### src/rtl/pattern_tx_10010_if.sv
// Request/serial-stream bundle of the 10010 pattern transmitter.
// The requester (master) drives start/repeat_num; the transmitter (slave)
// drives the serial bit and its status flags.
interface pattern_tx_10010_if #(
    parameter int CNT_W = 8
);
    logic             start;
    logic [CNT_W-1:0] repeat_num;
    logic             data_out;
    logic             valid;
    logic             busy;
    logic             done;

    modport master (
        output start,
        output repeat_num,
        input  data_out,
        input  valid,
        input  busy,
        input  done
    );

    modport slave (
        input  start,
        input  repeat_num,
        output data_out,
        output valid,
        output busy,
        output done
    );
endinterface

### src/rtl/pattern_tx_10010.sv
// Serial pattern transmitter: on an accepted start, shifts PATTERN out
// MSB-first repeat_num times, with GAP zero bits between repeats, then
// pulses done for one cycle. All outputs are registered and decoded from
// the next state, so the first bit appears the cycle after acceptance.
module pattern_tx_10010 #(
    parameter int                 PAT_LEN = 5,
    parameter logic [PAT_LEN-1:0] PATTERN = 5'b10010,
    parameter int                 GAP     = 2,
    parameter int                 CNT_W   = 8
) (
    input  logic                 clk,
    input  logic                 rst_n,
    pattern_tx_10010_if.slave    bus
);

    localparam int IDX_W = (PAT_LEN > 1) ? $clog2(PAT_LEN) : 1;
    localparam int GAP_W = (GAP > 1) ? $clog2(GAP) : 1;
    localparam logic [IDX_W-1:0] IDX_LAST = IDX_W'(PAT_LEN - 1);
    localparam logic [GAP_W-1:0] GAP_LAST = GAP_W'((GAP > 0) ? GAP - 1 : 0);

    typedef enum logic [1:0] {
        ST_IDLE,
        ST_SEND,
        ST_GAP,
        ST_DONE
    } state_t;

    state_t           state_q,    state_d;
    logic [IDX_W-1:0] bit_idx_q,  bit_idx_d;
    logic [CNT_W-1:0] rep_cnt_q,  rep_cnt_d;
    logic [GAP_W-1:0] gap_cnt_q,  gap_cnt_d;
    logic             data_out_q, data_out_d;
    logic             valid_q,    valid_d;
    logic             busy_q,     busy_d;
    logic             done_q,     done_d;

    // Next-state, counter and output decode for the transmit sequencer.
    always_comb begin
        // NOTE: every variable gets a default first so no path leaves one unassigned, which would infer a latch.
        state_d   = state_q;
        bit_idx_d = bit_idx_q;
        rep_cnt_d = rep_cnt_q;
        gap_cnt_d = gap_cnt_q;

        unique case (state_q)
            ST_IDLE: begin
                if (bus.start) begin
                    if (bus.repeat_num != '0) begin
                        state_d   = ST_SEND;
                        rep_cnt_d = bus.repeat_num;
                        bit_idx_d = IDX_LAST;
                    end else begin
                        // Zero-length request: acknowledge without sending.
                        state_d = ST_DONE;
                    end
                end
            end
            ST_SEND: begin
                if (bit_idx_q == '0) begin
                    // End of one repeat.
                    rep_cnt_d = rep_cnt_q - 1'b1;
                    if (rep_cnt_q > CNT_W'(1)) begin
                        if (GAP > 0) begin
                            state_d   = ST_GAP;
                            gap_cnt_d = GAP_LAST;
                        end else begin
                            bit_idx_d = IDX_LAST;
                        end
                    end else begin
                        state_d = ST_DONE;
                    end
                end else begin
                    bit_idx_d = bit_idx_q - 1'b1;
                end
            end
            ST_GAP: begin
                if (gap_cnt_q == '0) begin
                    state_d   = ST_SEND;
                    bit_idx_d = IDX_LAST;
                end else begin
                    gap_cnt_d = gap_cnt_q - 1'b1;
                end
            end
            ST_DONE: begin
                // start is deliberately not looked at here.
                state_d = ST_IDLE;
            end
            default: begin
                state_d = ST_IDLE;
            end
        endcase

        // Outputs follow the state being entered, so they can be registered
        // without adding a cycle of latency.
        valid_d    = (state_d == ST_SEND);
        data_out_d = valid_d & PATTERN[bit_idx_d];
        busy_d     = (state_d == ST_SEND) || (state_d == ST_GAP);
        done_d     = (state_d == ST_DONE);
    end

    // State, counters and registered outputs; reset aborts any transfer.
    always_ff @(posedge clk or negedge rst_n) begin
        if (!rst_n) begin
            state_q    <= ST_IDLE;
            bit_idx_q  <= '0;
            rep_cnt_q  <= '0;
            gap_cnt_q  <= '0;
            data_out_q <= 1'b0;
            valid_q    <= 1'b0;
            busy_q     <= 1'b0;
            done_q     <= 1'b0;
        end else begin
            // NOTE: non-blocking assignments so every register updates from pre-edge values.
            state_q    <= state_d;
            bit_idx_q  <= bit_idx_d;
            rep_cnt_q  <= rep_cnt_d;
            gap_cnt_q  <= gap_cnt_d;
            data_out_q <= data_out_d;
            valid_q    <= valid_d;
            busy_q     <= busy_d;
            done_q     <= done_d;
        end
    end

    assign bus.data_out = data_out_q;
    assign bus.valid    = valid_q;
    assign bus.busy     = busy_q;
    assign bus.done     = done_q;

endmodule

### src/flat_wrapper.sv
// flat-port wrapper written by rule: the top's interface ports become plain ports
module pattern_tx_10010_flat 
#(
    parameter int                 PAT_LEN = 5,
    parameter logic [PAT_LEN-1:0] PATTERN = 5'b10010,
    parameter int                 GAP     = 2,
    parameter int                 CNT_W   = 8
)
  (clk, rst_n, bus_start, bus_repeat_num, bus_data_out, bus_valid, bus_busy, bus_done);
  pattern_tx_10010_if #(.CNT_W(CNT_W)) bus_i ();
  input  logic clk;
  input  logic rst_n;
  input wire logic [$bits(bus_i.start)-1:0] bus_start;
  input wire logic [$bits(bus_i.repeat_num)-1:0] bus_repeat_num;
  output wire logic [$bits(bus_i.data_out)-1:0] bus_data_out;
  output wire logic [$bits(bus_i.valid)-1:0] bus_valid;
  output wire logic [$bits(bus_i.busy)-1:0] bus_busy;
  output wire logic [$bits(bus_i.done)-1:0] bus_done;
  assign bus_i.start = bus_start;
  assign bus_i.repeat_num = bus_repeat_num;
  assign bus_data_out = bus_i.data_out;
  assign bus_valid = bus_i.valid;
  assign bus_busy = bus_i.busy;
  assign bus_done = bus_i.done;
  pattern_tx_10010 #(.PAT_LEN(PAT_LEN), .PATTERN(PATTERN), .GAP(GAP), .CNT_W(CNT_W)) u_core (.clk(clk), .rst_n(rst_n), .bus(bus_i));
endmodule
### config.mk
export PLATFORM = sky130hd
export DESIGN_NAME = pattern_tx_10010_flat
export DESIGN_NICKNAME = d
export VERILOG_FILES = /design/src/rtl/pattern_tx_10010_if.sv /design/src/rtl/pattern_tx_10010.sv /design/src/flat_wrapper.sv
export SDC_FILE = /design/constraint.sdc
export NUM_CORES = 1
export LEC_CHECK = 0
export CAP_MARGIN = 0
export CELL_PAD_IN_SITES_DETAIL_PLACEMENT = 1
export CELL_PAD_IN_SITES_GLOBAL_PLACEMENT = 1
export CORE_MARGIN = 4
export CORE_UTILIZATION = 43
export CTS_CLUSTER_SIZE = 16
export DETAILED_ROUTE_END_ITERATION = 16
export MAX_ROUTING_LAYER = met4
export PLACE_DENSITY_LB_ADDON = 0.1
export SLEW_MARGIN = 30
export SYNTH_ARGS = -nofsm -noshare
export SYNTH_HDL_FRONTEND = slang
export SYNTH_SLANG_ARGS = --single-unit
export TNS_END_PERCENT = 5
### constraint.sdc
create_clock -name clk -period 2.6 [get_ports clk]
set_input_delay 0.52 -clock clk [delete_from_list [all_inputs] [get_ports clk]]
set_output_delay 0.52 -clock clk [all_outputs]
set_load 0.01 [all_outputs]
==> results of run 1 <==
through the flow:
step | total power (W) | hold WS [ns]
5_1_grt | 0.00215 | 0.572
4_1_cts | 0.00197 | 0.554
2_1_floorplan | 0.00140 | 0.224
3_5_place_dp | 0.00178 | 0.586
6_report | 0.00196 | 0.555
3_3_place_gp | 0.00174 | 0.580
cell families after synthesis:
kind of cell | count (synthesis) | share of synthesized area (%)
and+or+nand+nor | 41 | 18.7
muxes | 7 | 5.35
DFF | 18 | 33.8
adders and majority gates | 10 | 9.38
AOI/OAI and AO/OA | 44 | 27.4
buffers and inverters | 17 | 5.44
final cells by class:
| cell class | count | area, um2 |
|---|---|---|
| Clock buffer | 4 | 36.3 |
| Fill cell | 341 | 1240 |
| Inverter | 13 | 48.8 |
| Multi-Input combinational cell | 102 | 811 |
| Sequential cell | 18 | 450 |
| Tap cell | 31 | 38.8 |
| Timing Repair Buffer | 26 | 230 |
sequential cells by signal (all words and copies together), names as in the netlist:
signal               count
u_core.bit_idx_q         3
u_core.bus.busy          1
u_core.bus.data_out      1
u_core.bus.done          1
u_core.bus.valid         1
u_core.gap_cnt_q         1
u_core.rep_cnt_q         8
u_core.state_q           2
worst paths after layout:
check | start | end | slack (ns)
max | u_core.rep_cnt_q[5] | u_core.bus.data_out | 0.22
min | rst_n | u_core.rep_cnt_q[7] | 0.56
max reg2reg | u_core.rep_cnt_q[5] | u_core.bus.data_out | 0.22
min reg2reg | u_core.rep_cnt_q[5] | u_core.rep_cnt_q[5] | 0.62
max in group asynchronous | rst_n | u_core.bit_idx_q[1] | 1.84
min in group clk | u_core.rep_cnt_q[5] | u_core.rep_cnt_q[5] | 0.62
layer usage:
layer	share of wire, %	global-route usage, %	up-vias
li1	-	-	580
met1	45	23.9	595
met2	49	35.1	24
met3	3.6	3.91	6
met4	2.2	6.74	0
met5	0	-	-
Yosys cell counts, drive strengths merged (2+ instances only):
master	n	area, um2
a211oi	5	42.5
o21ai	6	41.3
nor2b	2	12.5
mux2i	6	60.1
a211o	2	17.5
a2111oi	3	32.5
a21o	3	23.8
inv	13	48.8
o32ai	2	17.5
nor4	4	25.0
nor3	3	15.0
a221o	2	21.3
or2	2	12.5
a21oi	5	28.8
nor3b	2	15.0
or3	2	12.5
o22ai	2	12.5
o221ai	2	17.5
buf	3	20.0
nor2	8	30.0
dfrtp	18	450
or4	3	33.8
nand2	5	18.8
nand2b	2	12.5
ha	10	125
power by group:
part	leakage (nW)	switching (W)	total, W	internal (W)
registers	0.218	0.000143	0.000560	0.000416
logic	0.460	0.000662	0.00122	0.000558
clock network	0.0210	0.0000912	0.000176	0.0000852
placed cells by master, fill, tap and decap left out, drive strengths merged, types with 3 or more instances in the layout:
cell type       n
clkdlybuf4s50  14
nor3            3
nor4            4
or4             3
a211oi          5
nand2           5
o21ai           6
nor2            8
clkbuf          4
buf            12
inv            13
ha             10
a2111oi         3
mux2i           6
a21oi           5
dfrtp          18
a21o            3
==> results.md, run 1 <==
* Status: completed
* DR vias at about 1,200
* CP bufs+invs at 1
* Row count at 19
* Deepest clock path buffer count at 2
* Starting Density at a little under half
* I/O pin cnt at 15
* Clock latency on the worst-skew pair at 0.29 ns
* First-pass GRT wire length at 6270 um
* Worst Hold Class: in -> async
* Placed insts at between 150 and 200
* Chip width at roughly 64 um
* Crit-path max cell delay at roughly 0.56 ns
* Fraction of registers with async set/reset at between 90% and 100%
* Yosys reg bits at 18
* Port Buffer Count at 14
* VDD IR max at slightly below 0.6 mV
* FMAX at 420 MHz
* Synth Flop Type: dfrtp_1
* Synthesized instance count at 137
* Post-synth EDFFs at 0
* Final worst path period share at 91.5%
* Net Count, Synth at approximately 160
* Final Net Count at between 150 and 200
* Worst Tran Pin Value at ~0.6 ns
* Cell depth of the worst flop-to-flop path at 7
* Final Instance Area at between 1500 and 2000 um2
* # Post-CTS Setup Buffers at 0
* Core Box Area at between 2000 and 3000 um2
* Area post-placement at roughly 1600 um2
* Final Critical Period at ~2.4 ns
* DRC at 0
* Critical Path RT at around 2.8 ns
* Distinct cells, synth at 54
* DR iter-0 viols at 65
* WL final at approximately 3700 um
* ANT cells at 0
* Master of the slowest instance on the critical path: or4_4
* Largest delay share family, worst path: simple AND/OR/NAND/NOR gates
* Synthesis-to-layout area growth at 21.1%
* Yosys warns at 0
* Root buffer cell: clkbuf_4
* CP cell instances: or4_4, nor4_1, a31oi_1, a32oi_1, ha_1, inv_1, o32ai_1
* Final Max Tran Viols at 0
* Max-cap viol count at 0
* Reg clk slew, reported paths at 0.11 ns
* Die Y at around 64 um
* Via density at ~6.2
* Final hold vios at 0
* CP Class: reg -> reg
* Worst Path Arrival at between 2 and 3 ns
* Critical path depth at 7
* Crit end category: flop
* Final Worst Setup Slack at between 0.2 and 0.25 ns
* Total CTS buffers at 3
* Mapped Area at 1330 um2
* Total Routing Usage GR at 20.4%
* Grt ovf at 0
* Vias in the first global route at 1,263
* Num Clock Sinks at 18
* Layout cells sized above 1 at approximately 18%
* Die area at 4060 um2
* Antenna Violating Nets Remaining at 0
* Pre-antenna DRT Iters at 5
* Largest net degree at the start of global routing at 21
* Util after Layout at 56.6%
* Max Clock Skew at around 0.0037 ns
* Power per cell area at 1210 nW/um2
* Maximum fanout along the worst path at 5
* Startpoint Class: flop
* Final setup vio count at 0
* Final TNS setup at 0 ns
* # hold bufs at CTS at 0
* Htree depth at 1
* Post-DP HPWL at ~2900 um
* Synth Area per Inst at 9.74 um2
* WL per Instance at roughly 19 um
* Pre-CTS setup slack at -0.000540 ns
* CTS tree: yes
* Initial antenna violation count at 0
* Leak at 0.699 nW
* RSZ-0062 raised after global routing: no
* GP Congestion at 0.878
* Seq/Total Area, Yosys at 33.8%
* Rel. slew slack at between 50 and 60%
* Cell Count, Final, Fillers Out at between 150 and 200
* Post-CTS sizing at 0
(Power assumes the default switching activity.)
==> inputs of run 2 (changes only) <==
CORE_UTILIZATION = 46   (was 43)
clock period = 2.76 ns   (was 2.6 ns; I/O delays follow)
==> run 2 against run 1 <==
Register-to-register slack gained 0.12 ns. Worst setup slack gained 0.12 ns. Highest routed layer unchanged. Largest power group unchanged. Critical path depth is the same. Via count is essentially flat. Non-clock buffer count shrank 9. Critical endpoint unchanged. Critical path type unchanged. Routed wire length grew 4.0%.
==> results.md, run 2 (same netlist as run 1, synthesis figures left out) <==
* Num Clock Sinks at 18
* Rel. slew slack at a little under half
* VDD IR max at 0.753 mV
* Final Critical Period at 2.42 ns
* Via density at approximately 6.5
* Root buffer cell: clkbuf_4
* Commonest non-fill, non-tap cell in the layout: dfrtp_1
* # hold bufs at CTS at 0
* Overall power at about 0.0018 W
* Htree depth at 1
* Worst Path Arrival at approximately 2.6 ns
* Area post-placement at roughly 1500 um2
* Vias in the first global route at ~1,300
* DR iter-0 viols at a little over 60
* Total Routing Usage GR at between 20 and 25%
* I/O pin cnt at 15
* ANT cells at 0
* RSZ-0062 raised after global routing: no
* Critical R2R Capture: u_core.bus.data_out
* Max-cap viol count at 0
* CP cell instances: or4_4, nor4_1, a31oi_1, a32oi_1, ha_1, inv_1, o32ai_1
* Most flop-heavy register: u_core.rep_cnt_q
* Leak at ~0.66 nW
* Most frequent cells in the layout: dfrtp_1, clkdlybuf4s50_1, inv_1
* WL per Instance at 20.8 um
* Worst Tran Pin Value at approximately 0.8 ns
* R2r startpoint: u_core.rep_cnt_q[4]
* Final Instance Area at roughly 1500 um2
* Reg clk slew, reported paths at around 0.11 ns
* Cell depth of the worst flop-to-flop path at 7
* Maximum fanout along the worst path at 6
* Worst Hold Class: reg -> reg
* Final worst path period share at around 88%
* DR vias at between 1,000 and 1,500
* # Post-CTS Setup Buffers at 0
* Layout cells sized above 1 at 13.0%
* Post-CTS sizing at 0
* Clock latency on the worst-skew pair at approximately 0.30 ns
* Critical hold path startpoint: u_core.rep_cnt_q[3]
* Starting Density at 48.4%
* Fill count at around 310
* Antenna Violating Nets Remaining at 0
* WHS Endpoint: u_core.rep_cnt_q[3]
* Deepest clock path buffer count at 2
* Critical Path RT at 2.97 ns
* First-pass GRT wire length at slightly above 6000 um
* CTS tree: yes
* Max reg flops at 8
* Die area at around 3800 um2
* Hold_ws at about 0.63 ns
* Startpoint Class: flop
* Largest net degree at the start of global routing at 21
* CP Class: reg -> reg
* Pre-antenna DRT Iters at 5
* Reg2Reg Setup Slack at ~0.34 ns
* Max Clock Skew at around 0.0022 ns
* Crit end category: flop
* Final hold vios at 0
* Port Buffer Count at 14
* Status: completed
* Hold depth at 2
* Die Y at ~62 um
* Crit path from: u_core.rep_cnt_q[4]
* GP Congestion at roughly 0.85
* Total CTS buffers at 3
* Final setup vio count at 0
* Biggest regs: u_core.rep_cnt_q x8, u_core.bit_idx_q x3, u_core.state_q x2
* Crit-path max cell delay at just under 0.6 ns
* Post-DP HPWL at ~2800 um
* Initial antenna violation count at 0
* Power per cell area at about 1200 nW/um2
* Chip width at 61.8 um
* DRC at 0
* WL final at 3850 um
* Row count at 19
* Core Box Area at 2760 um2
* Final Max Tran Viols at 0
* Final Net Count at 176
* Grt ovf at 0
* Master of the slowest instance on the critical path: or4_4
* FMAX at 414 MHz
* Final TNS setup at 0 ns
* Synthesis-to-layout area growth at 16.0%
run 2: changes by cell type in the layout (fill, tap and decap cells not counted):
cell,before,now
buf_4,12,3
run 2: how the worst max path moves through the flow:
stage	cells past startpoint	slack (ns)	to
global route	7	0.13	u_core.bus.data_out
global placement	8	0.12	u_core.bus.data_out
floorplan	7	0.66	u_core.bus.data_out
detailed placement	8	0.07	u_core.bus.data_out
CTS	7	0.32	u_core.bus.data_out
finish	7	0.34	u_core.bus.data_out
run 2: cell type report:
class / count / area, um2 / area share, %
clock buffers: 4 / 36.3 / 2.34
inverters: 13 / 48.8 / 3.15
multi-input cells: 102 / 811 / 52.4
flip-flops and latches: 18 / 450 / 29.1
well taps: 31 / 38.8 / 2.51
repair buffers: 17 / 163 / 10.5
run 2: stage by stage:
step	utilization [%]	setup slack (ns)	cells
finish	56.1	0.343	185
CTS	56.1	0.322	185
global placement	54.8	0.121	181
floorplan	-	0.663	137
global route	56.1	0.134	185
detailed placement	54.8	0.0707	181
run 2: metal layers:
layer / share of wire, % / GRT usage (%) / vias up / wire (um)
met5: 0 / - / - / 0
li1: - / - / 566 / -
met4: 1.6 / 7.27 / 0 / 61
met3: 3.9 / 2.07 / 7 / 151
met1: 44 / 26.8 / 590 / 1700
met2: 50 / 39.2 / 41 / 1940
run 2: where the power goes:
group | leakage, nW | total (W) | internal [W] | switching, W
sequential | 0.218 | 0.000543 | 0.000392 | 0.000151
combinational | 0.417 | 0.00110 | 0.000477 | 0.000621
clock | 0.0210 | 0.000168 | 0.0000806 | 0.0000875
run 2: worst max-delay path, delay by kind of cell, from the launching register on:
family / cells / cell delay (ns)
flip-flops: 1 / 0.46
AND/OR/NAND/NOR: 2 / 0.84
AO/OA/AOI/OAI: 3 / 0.71
buffers and inverters: 1 / 0.05
adder cells (fa/ha/maj): 1 / 0.26
==> variant, RTL diff (flow settings as in run 2) <==
`GAP` is set to 2 in 2 places; all go to 1.
--- a/src/rtl/pattern_tx_10010.sv
+++ b/src/rtl/pattern_tx_10010.sv
@@ -5,7 +5,7 @@
 module pattern_tx_10010 #(
     parameter int                 PAT_LEN = 5,
     parameter logic [PAT_LEN-1:0] PATTERN = 5'b10010,
-    parameter int                 GAP     = 2,
+    parameter int                 GAP     = 1,
     parameter int                 CNT_W   = 8
 ) (
     input  logic                 clk,
--- a/src/flat_wrapper.sv
+++ b/src/flat_wrapper.sv
@@ -3,7 +3,7 @@
 #(
     parameter int                 PAT_LEN = 5,
     parameter logic [PAT_LEN-1:0] PATTERN = 5'b10010,
-    parameter int                 GAP     = 2,
+    parameter int                 GAP     = 1,
     parameter int                 CNT_W   = 8
 )
   (clk, rst_n, bus_start, bus_repeat_num, bus_data_out, bus_valid, bus_busy, bus_done);
Function: changed (Yosys sat finds a counterexample within 10 cycles, from zero or initial values and one cycle with rst_n low).
==> variant against run 2 <==
Non-clock buffer count rose by 1. Core utilization rose by 2.0 points. Design area fell by 14%. Cell count fell by 9.7%. Via count fell by 12%. Power fell by 14%. Clock skew rose by 1.9 ps. Area after synthesis fell by 15%. Setup slack improved by 58 ps. Clock power fell by 15%. Routed wire length fell by 23%. Sequential cell count fell by 1. Highest routed layer unchanged.
==> variant: results (changes against run 2) <==
* Maximum net fanout on the critical path: 6 (unchanged)
* Post-synth top cells: 17 x sky130_fd_sc_hd__dfrtp_1, 10 x sky130_fd_sc_hd__inv_1, 10 x sky130_fd_sc_hd__nor2_1
* Grt met1 use: 0.268 (about the same)
- The number of antenna violations at the first check in global routing came to 0 (unchanged).
- The detailed router's first-iteration violation count was 24 (-61%).
- The met3 usage was 0.0267 (+0.00606).
- FF-to-FF Start: u_core.rep_cnt_q[4]$_DFFE_PN0P_
- Largest cells by area after synthesis: sky130_fd_sc_hd__dfrtp_1 38%, sky130_fd_sc_hd__ha_1 6.6%, sky130_fd_sc_hd__nor3_1 4.0%
* Largest net degree at the start of global routing: 19 (-9.5%)
- The worst hold path begins at u_core.rep_cnt_q[1]$_DFFE_PN0P_.
- The share of final-layout standard cells stronger than drive strength 1 is 0.129 (-0.000374).
- The unique cell type count in the Yosys netlist is 45 (-17%).
- Global routing usage on met2: 0.324 (-0.0674)
- Wire length of the first global-routing pass: 5300 um (-13%)
- Highest ir drop seen on vdd: 0.000816 V (+8.4%)
- The leakage dissipation was 0.580 nW (-12%).
- Total number of H-tree levels: 1 (unchanged)
- The flow ran to the end, and the final reports show no timing, DRC or antenna violations.
- The post-placement worst setup slack came to 291 ps (+220 ps).
* Net count after synthesis: 140 (-11%)
- Routed len/inst: 17.9 um (-14%)
- Detail-routed via count per cell: 6.34 (-2.7%)
* Dpl cells: 163 (-9.9%)
- Sum of met3 wire segment lengths after detailed routing: 124 um (-18%)
* Clk_skew: 4.07 ps (+1.90 ps)
* Total routed wire length on the met1 layer: 1330 um (-22%)
* Number of global-route vias before repair: 1125 (-11%)
- Sequential element share of the synthesized area: 0.375 (+0.0376)
* Relative max-transition margin: 0.470 (+0.0180)
- The largest stage delay on the critical path was 550 ps (-30 ps).
- Dpl cell area: 1300 um^2 (-14%)
- The final routed wirelength across all metal layers is 2980 um (-23%).
- Hpwl dp: 2230 um (-21%)
* Detailed-router iteration count before antenna repair: 4 (-1)
* Length of routed met2 wiring: 1450 um (-25%)
## variant: power breakdown
group / internal (mW) / switching, mW / leakage (nW)
clock: 0.0541 / 0.0880 / 0.0177
combinational: 0.441 / 0.472 / 0.353
sequential: 0.362 / 0.140 / 0.210
total: 0.857 / 0.700 / 0.580
## variant: final timing paths
kind	end	slack, ps	cells past startpoint
worst min-delay path	u_core.rep_cnt_q[1]$_DFFE_PN0P_	600	2
worst min register to register	u_core.rep_cnt_q[1]$_DFFE_PN0P_	600	2
worst max register to register	u_core.bus.data_out$_DFF_PN0_	400	7
max in group asynchronous	u_core.rep_cnt_q[1]$_DFFE_PN0P_	1570	1
worst max-delay path	u_core.bus.data_out$_DFF_PN0_	400	7
min in group asynchronous	u_core.bit_idx_q[1]$_DFF_PN0_	700	1
## variant: worst max-delay path: cells and delay by family (launching register included)
kind / cells / cell delay, ps
DFF: 1 / 460
buffers and inverters: 1 / 60
adders and majority gates: 1 / 220
and+or+nand+nor: 1 / 550
AOI/OAI and AO/OA: 4 / 980
## variant: cell type report
type	instances	area [um^2]
sequential	17	425
clock buffer	3	22.5
multi-input combinational	89	624
timing repair buffer	18	170
tap	28	35.0
fill	273	952
inverter	11	41.3
clock inverter	1	5.00
## variant: cell families (layout without fill, tap and decap cells)
| logic type | count (synthesis) | count (layout) | synth area share |
|---|---|---|---|
| AND/OR/NAND/NOR | 49 | 49 | 0.256 |
| buffers and inverters | 17 | 33 | 0.0750 |
| adder cells (fa/ha/maj) | 6 | 6 | 0.0662 |
| AO/OA/AOI/OAI | 31 | 31 | 0.201 |
| flip-flops | 17 | 17 | 0.375 |
| multiplexers | 3 | 3 | 0.0265 |
